File: config.mk
export PLATFORM = sky130hd
export DESIGN_NAME = spi_mem_master
export DESIGN_NICKNAME = d
export VERILOG_FILES = /design/src/rtl/spi_mem_pkg.sv /design/src/rtl/spi_shift_reg.sv /design/src/rtl/spi_mem_master.sv
export SDC_FILE = /design/constraint.sdc
export NUM_CORES = 1
export LEC_CHECK = 0
export ABC_AREA = 1
export BUFFER_PORTS_ARGS = -buffer_cell sky130_fd_sc_hd__buf_2
export CAP_MARGIN = 20
export CORE_MARGIN = 5
export CORE_UTILIZATION = 53
export DETAILED_ROUTE_END_ITERATION = 8
export MAX_ROUTING_LAYER = met4
export PLACE_DENSITY = 0.76
export SETUP_SLACK_MARGIN = 0.1
export SYNTH_ARGS = -nofsm -noshare
export SYNTH_HDL_FRONTEND = slang
export SYNTH_HIERARCHICAL = 1
export SYNTH_SLANG_ARGS = --single-unit
File: constraint.sdc
create_clock -name clk -period 1.55 [get_ports clk]
set_input_delay 0.31 -clock clk [delete_from_list [all_inputs] [get_ports clk]]
set_output_delay 0.31 -clock clk [all_outputs]
set_load 0.02 [all_outputs]
File: src/rtl/spi_mem_pkg.sv
// rtl/spi_mem_pkg.sv - shared types and constants for the spi_mem request master
package spi_mem_pkg;

    localparam int ADDR_W       = 8;
    localparam int DATA_W       = 8;
    localparam int WR_FRAME_LEN = 16;
    localparam int RD_FRAME_LEN = 8;

    localparam logic OP_WR = 1'b1;
    localparam logic OP_RD = 1'b0;

    typedef enum logic [2:0] {
        ST_IDLE,
        ST_CS_LOW,
        ST_OP,
        ST_SHIFT,
        ST_WAIT_RDY,
        ST_RX,
        ST_WAIT_DONE
    } state_e;

endpackage

File: src/rtl/spi_shift_reg.sv
// rtl/spi_shift_reg.sv - LSB-first parallel-load/serial-out request shifter plus
// enable-gated serial-in reply shifter
module spi_shift_reg #(
    parameter int TX_W = 16,
    parameter int RX_W = 8
) (
    input  logic            clk,
    input  logic            rst,
    input  logic            load_i,
    input  logic [TX_W-1:0] load_data_i,
    input  logic            shift_i,
    output logic            sout_o,
    input  logic            cap_en_i,
    input  logic            sin_i,
    output logic [RX_W-1:0] rx_data_o,
    output logic [RX_W-1:0] rx_next_o
);

    logic [TX_W-1:0] tx_q;
    logic [RX_W-1:0] rx_q;

    assign sout_o    = tx_q[0];
    assign rx_data_o = rx_q;
    // Bits enter at the top so the first captured bit ends up in bit 0.
    assign rx_next_o = {sin_i, rx_q[RX_W-1:1]};

    always_ff @(posedge clk) begin
        if (rst) begin
            tx_q <= '0;
            rx_q <= '0;
        end else begin
            if (load_i) begin
                tx_q <= load_data_i;
                rx_q <= '0;
            end else if (shift_i) begin
                tx_q <= {1'b0, tx_q[TX_W-1:1]};
            end
            if (cap_en_i) begin
                rx_q <= rx_next_o;
            end
        end
    end

endmodule

File: src/rtl/spi_mem_master.sv
// rtl/spi_mem_master.sv - request-side SPI master: one parallel read/write request in,
// one serial frame to spi_mem, one response out
module spi_mem_master #(
    parameter int ADDR_W  = 8,
    parameter int DATA_W  = 8,
    parameter int TIMEOUT = 64
) (
    input  logic              clk,
    input  logic              rst,
    input  logic              req_valid,
    output logic              req_ready,
    input  logic              req_wr,
    input  logic [ADDR_W-1:0] req_addr,
    input  logic [DATA_W-1:0] req_wdata,
    output logic              rsp_valid,
    output logic [DATA_W-1:0] rsp_rdata,
    output logic              rsp_err,
    output logic              cs,
    output logic              miso,
    input  logic              mosi,
    input  logic              ready,
    input  logic              op_done
);

    import spi_mem_pkg::*;

    localparam int FRAME_W = ADDR_W + DATA_W;
    localparam int CNT_W   = $clog2(FRAME_W);
    localparam int TCNT_W  = $clog2(TIMEOUT + 1);

    state_e            state_q, state_d;
    logic [CNT_W-1:0]  cnt_q, cnt_d;
    logic [TCNT_W-1:0] tcnt_q, tcnt_d;
    logic              wr_q, wr_d;
    logic              cs_q, cs_d;
    logic              miso_q, miso_d;
    logic              req_ready_q, req_ready_d;
    logic              rsp_valid_q, rsp_valid_d;
    logic              rsp_err_q, rsp_err_d;
    logic [DATA_W-1:0] rsp_rdata_q, rsp_rdata_d;

    logic              tx_load, tx_shift, tx_bit, rx_en;
    logic [DATA_W-1:0] rx_data, rx_next;
    logic [FRAME_W-1:0] tx_frame;
    logic [CNT_W-1:0]  last_bit;
    logic              timed_out;

    assign tx_frame  = {(req_wr == OP_WR) ? req_wdata : '0, req_addr};
    assign last_bit  = wr_q ? CNT_W'(FRAME_W - 1) : CNT_W'(ADDR_W - 1);
    assign timed_out = (tcnt_q == TCNT_W'(TIMEOUT - 1));

    spi_shift_reg #(
        .TX_W(FRAME_W),
        .RX_W(DATA_W)
    ) u_shift (
        .clk        (clk),
        .rst        (rst),
        .load_i     (tx_load),
        .load_data_i(tx_frame),
        .shift_i    (tx_shift),
        .sout_o     (tx_bit),
        .cap_en_i   (rx_en),
        .sin_i      (mosi),
        .rx_data_o  (rx_data),
        .rx_next_o  (rx_next)
    );

    always_comb begin
        state_d     = state_q;
        cnt_d       = cnt_q;
        tcnt_d      = tcnt_q;
        wr_d        = wr_q;
        cs_d        = cs_q;
        miso_d      = miso_q;
        rsp_valid_d = 1'b0;
        rsp_err_d   = 1'b0;
        rsp_rdata_d = rsp_rdata_q;
        tx_load     = 1'b0;
        tx_shift    = 1'b0;
        rx_en       = 1'b0;

        case (state_q)
            ST_IDLE: begin
                cs_d   = 1'b1;
                miso_d = 1'b0;
                if (req_valid && req_ready_q) begin
                    wr_d    = req_wr;
                    tx_load = 1'b1;
                    cs_d    = 1'b0;
                    state_d = ST_CS_LOW;
                end
            end
            ST_CS_LOW: begin
                miso_d  = wr_q ? OP_WR : OP_RD;
                state_d = ST_OP;
            end
            ST_OP: begin
                miso_d   = tx_bit;
                tx_shift = 1'b1;
                cnt_d    = '0;
                state_d  = ST_SHIFT;
            end
            ST_SHIFT: begin
                if (cnt_q == last_bit) begin
                    // Raise cs the edge after the last bit so the slave sees a closed frame.
                    cs_d    = 1'b1;
                    miso_d  = 1'b0;
                    tcnt_d  = '0;
                    state_d = wr_q ? ST_WAIT_DONE : ST_WAIT_RDY;
                end else begin
                    miso_d   = tx_bit;
                    tx_shift = 1'b1;
                    cnt_d    = cnt_q + 1'b1;
                end
            end
            ST_WAIT_RDY: begin
                if (ready) begin
                    rx_en   = 1'b1;
                    cnt_d   = CNT_W'(1);
                    state_d = ST_RX;
                end else if (timed_out) begin
                    rsp_valid_d = 1'b1;
                    rsp_err_d   = 1'b1;
                    rsp_rdata_d = '0;
                    state_d     = ST_IDLE;
                end else begin
                    tcnt_d = tcnt_q + 1'b1;
                end
            end
            ST_RX: begin
                rx_en = 1'b1;
                if (cnt_q == CNT_W'(DATA_W - 1)) begin
                    // A completion coinciding with the last capture answers with the full byte.
                    if (op_done) begin
                        rsp_valid_d = 1'b1;
                        rsp_rdata_d = rx_next;
                        state_d     = ST_IDLE;
                    end else begin
                        tcnt_d  = '0;
                        state_d = ST_WAIT_DONE;
                    end
                end else begin
                    cnt_d = cnt_q + 1'b1;
                end
            end
            ST_WAIT_DONE: begin
                if (op_done) begin
                    rsp_valid_d = 1'b1;
                    rsp_rdata_d = wr_q ? '0 : rx_data;
                    state_d     = ST_IDLE;
                end else if (timed_out) begin
                    rsp_valid_d = 1'b1;
                    rsp_err_d   = 1'b1;
                    rsp_rdata_d = '0;
                    state_d     = ST_IDLE;
                end else begin
                    tcnt_d = tcnt_q + 1'b1;
                end
            end
            default: begin
                cs_d    = 1'b1;
                miso_d  = 1'b0;
                state_d = ST_IDLE;
            end
        endcase

        // Holding req_ready low during the response cycle keeps it disjoint from rsp_valid.
        req_ready_d = (state_d == ST_IDLE) && !rsp_valid_d;
    end

    always_ff @(posedge clk) begin
        if (rst) begin
            state_q     <= ST_IDLE;
            cnt_q       <= '0;
            tcnt_q      <= '0;
            wr_q        <= 1'b0;
            cs_q        <= 1'b1;
            miso_q      <= 1'b0;
            req_ready_q <= 1'b0;
            rsp_valid_q <= 1'b0;
            rsp_err_q   <= 1'b0;
            rsp_rdata_q <= '0;
        end else begin
            state_q     <= state_d;
            cnt_q       <= cnt_d;
            tcnt_q      <= tcnt_d;
            wr_q        <= wr_d;
            cs_q        <= cs_d;
            miso_q      <= miso_d;
            req_ready_q <= req_ready_d;
            rsp_valid_q <= rsp_valid_d;
            rsp_err_q   <= rsp_err_d;
            rsp_rdata_q <= rsp_rdata_d;
        end
    end

    assign req_ready = req_ready_q;
    assign rsp_valid = rsp_valid_q;
    assign rsp_err   = rsp_err_q;
    assign rsp_rdata = rsp_rdata_q;
    assign cs        = cs_q;
    assign miso      = miso_q;

endmodule
==> metrics.md <==
| Metric | Value |
|---|---|
| Status | finished with violations |
| Failing checks | negative setup slack |
| Site Rows | 27 |
| CTS tree | done |
| WS Path Type | flop to flop |
| Slew at the pin with the worst max-slew slack | 0.316 ns |
| Worst path slowest cell | dfxtp_4 |
| HP Class | primary input to flop |
| Via-to-Cell Ratio | between 5 and 6 |
| First-pass GRT wire length | between 10000 and 15000 um |
| Pwr per Cell Area | around 920 nW/um^2 |
| Synth Flop Type | dfxtp_1 |
| Post-route cell area | approximately 4000 sq um |
| Cell Area, Synth | 3040 sq um |
| Mean Syn Cell Area | 6.54 sq um |
| Worst setup margin | -0.0138 ns |
| Hold buffer count at CTS | 0 |
| Critical path launch point type | flop |
| Via count | 3197 |
| Max-slew violation count | 0 |
| Core Box Area | 5540 sq um |
| Ys async rst share | 0% |
| Area of the multi-input gates | roughly 1900 sq um |
| # port buffers | 35 |
| Max FO, Critical Path | 9 |
| Leak | roughly 1.8 nW |
| H-tree Lvls | 2 |
| Worst-path clk slew | about 0.10 ns |
| Die W | 85.7 um |
| Slew HR | just under 80% |
| GRT Util Overall | about 22% |
| Delay of the slowest cell on the worst path | about 0.37 ns |
| DRT Wirelength | about 8400 um |
| Die area | around 7300 sq um |
| Crit path buffers/inverters | 3 |
| Layout cells sized above 1 | roughly a third |
| Peak VDD IR | between 0.0006 and 0.0007 V |
| Setup crit end kind | flop |
| Final period util | 101% |
| Post-synth EDFFs | 0 |
| Initial antenna violation count | 0 |
| Grt total ovfl | 0 |
| Most frequent cells in the layout | 155 x nand2_1, 54 x inv_1, 44 x dfxtp_1, 37 x buf_2, 30 x buf_4 |
| Die Span Y | around 86 um |
| Register Area | 1060 sq um |
| Filler cells | about 450 |
| Worst-skew pair later-pin latency | approximately 0.31 ns |
| Max clock buf depth | 2 |
| Worst path cell trace | ha_4 > nand2_4 > clkinv_4 > nand3_4 > nand2_4 > a21oi_4 > buf_12 > nor2_4 > buf_12 > nand2_2 > a21oi_2 |
| Root Buffer | clkbuf_8 |
| Final #Nets | 555 |
| Final Hold Fails | 0 |
| Cells after Synth | approximately 470 |
| GPL Wtd Cong | 0.913 |
| Commonest non-fill, non-tap cell in the layout | nand2_1 |
| Number of synthesized register bits | 52 |
| TritonCTS buffer count | 5 |
| Area after DPL | 3380 sq um |
| WHS | approximately 0.31 ns |
| Unique masters post-synth | 35 |
| Critical Path RT | between 1.5 and 2 ns |
| Vias in the first global route | about 2800 |
| Period minus WS final | about 1.6 ns |
| RSZ-0062 raised after global routing | true |
| # setup viols final | 7 |
| Residual DRC count | 0 |
| CP arrival | 1.76 ns |
| First-pass DRT Iterations | 7 |
| Final Skew | 0.00840 ns |
| Post-Layout Cell Count | roughly 600 |
| # Max-Cap Violations | 0 |
| Post-route antenna net violation count | 0 |
| WL/cell | roughly 14 um |
| Boundary Pins | 36 |
| Cell Count Post-Placement | between 500 and 600 |
| Largest net degree at the start of global routing | 22 |
| Detailed Route Iter0 Violations | ~210 |
| Initial cell density of the core | 54.9% |
| Crit path max-delay family | flip-flops |
| Mapped Nets | approximately 490 |
| Fmax | around 640 MHz |
| Detail Placement HPWL | slightly above 5000 um |
| Sequential fraction of the synthesis area | approximately 34% |
| ANT cells | 0 |
| Clk sinks | 52 |
| Synth warnings | 6 |
| Area Overhead vs Synth | 31.5% |
[state kept, by name, indices dropped and copies added (netlist names), 3 cells and up]
register	cells
u_shift/tx_q	16
rsp_rdata	8
u_shift/rx_data_o	8
tcnt_q	7
cnt_q	4
state_q	3
[area by class of cell]
class / count / share of cell area (%)
timing repair buffer: 77 / 14.4
clock inverter: 3 / 1.72
tap: 72 / 2.25
clock buffer: 5 / 1.72
inverter: 64 / 6.45
multi-input combinational: 328 / 46.9
sequential: 52 / 26.5
[worst min-delay path, stage by stage]
cell	delay (ns)
buf_2	0.07
nand2_1	0.05
nand3_1	0.07
nand2_1	0.05
inv_1	0.04
[layer usage]
| layer | track usage, % | share of wire (%) | vias to the layer above |
|---|---|---|---|
| met2 | 38.0 | 50 | 129 |
| met5 | - | 0 | - |
| met3 | 3.55 | 6.0 | 34 |
| met1 | 25.7 | 41 | 1456 |
| met4 | 6.19 | 3.4 | 0 |
| li1 | - | - | 1578 |
[metrics by stage]
stage / utilization [%] / TNS (ns) / power [mW] / setup WS [ns]
6_report: 72.2 / -0.0430 / 3.68 / -0.0138
3_3_place_gp: 61.1 / -0.154 / 2.29 / -0.0216
2_1_floorplan: - / 0 / 2.12 / 0.0690
3_5_place_dp: 61.1 / -1.04 / 2.31 / -0.0943
4_1_cts: 66.8 / 0 / 3.45 / 0.0177
5_1_grt: 72.2 / -1.39 / 3.85 / -0.0862
[synth_stat cells (all sizes together), types with 2 or more instances]
library cell	instances	area share [%]
nand2	182	23
inv	63	7.9
dfxtp	52	34
a21oi	46	8.7
nor2	28	5.2
nand3	27	4.9
buf	19	4.9
o21ai	16	2.6
nand4	13	3.4
clkbuf	5	0.66
ha	4	1.6
nor3	2	0.70
xor2	2	0.58
[logic make-up (layout without fill, tap and decap cells)]
kind of cell / after synthesis / after routing / synth area share [%]
compound gates: 64 / 64 / 11.8
simple gates: 254 / 257 / 37.9
flops: 52 / 52 / 34.3
buf+inv: 88 / 149 / 13.5
xor+xnor: 3 / 3 / 0.865
fa+ha+maj: 4 / 4 / 1.65
[path summary, 6_finish.rpt]
kind | startpoint | endpoint | slack (ns) | depth (start not counted)
worst min-delay path | req_addr[0] | u_shift/tx_q[0] | 0.31 | 5
worst min register to register | rsp_rdata[2] | rsp_rdata[2] | 0.46 | 2
worst max-delay path | cnt_q[1] | u_shift/tx_q[9] | -0.01 | 11
worst max register to register | cnt_q[1] | u_shift/tx_q[9] | -0.01 | 11
[report_power, final]
part           internal, mW  switching, mW
registers              1.46          0.115
clock network         0.650          0.472
logic                 0.412          0.577
total                  2.52           1.16
[what timing repair did]
item                       CTS  global route
setup endpoints to repair   45            48
gates cloned                 4             2
gates resized for setup     25            59
pin swaps                   13            23
setup buffers                8             8
Power figures use the tool's default switching activity.
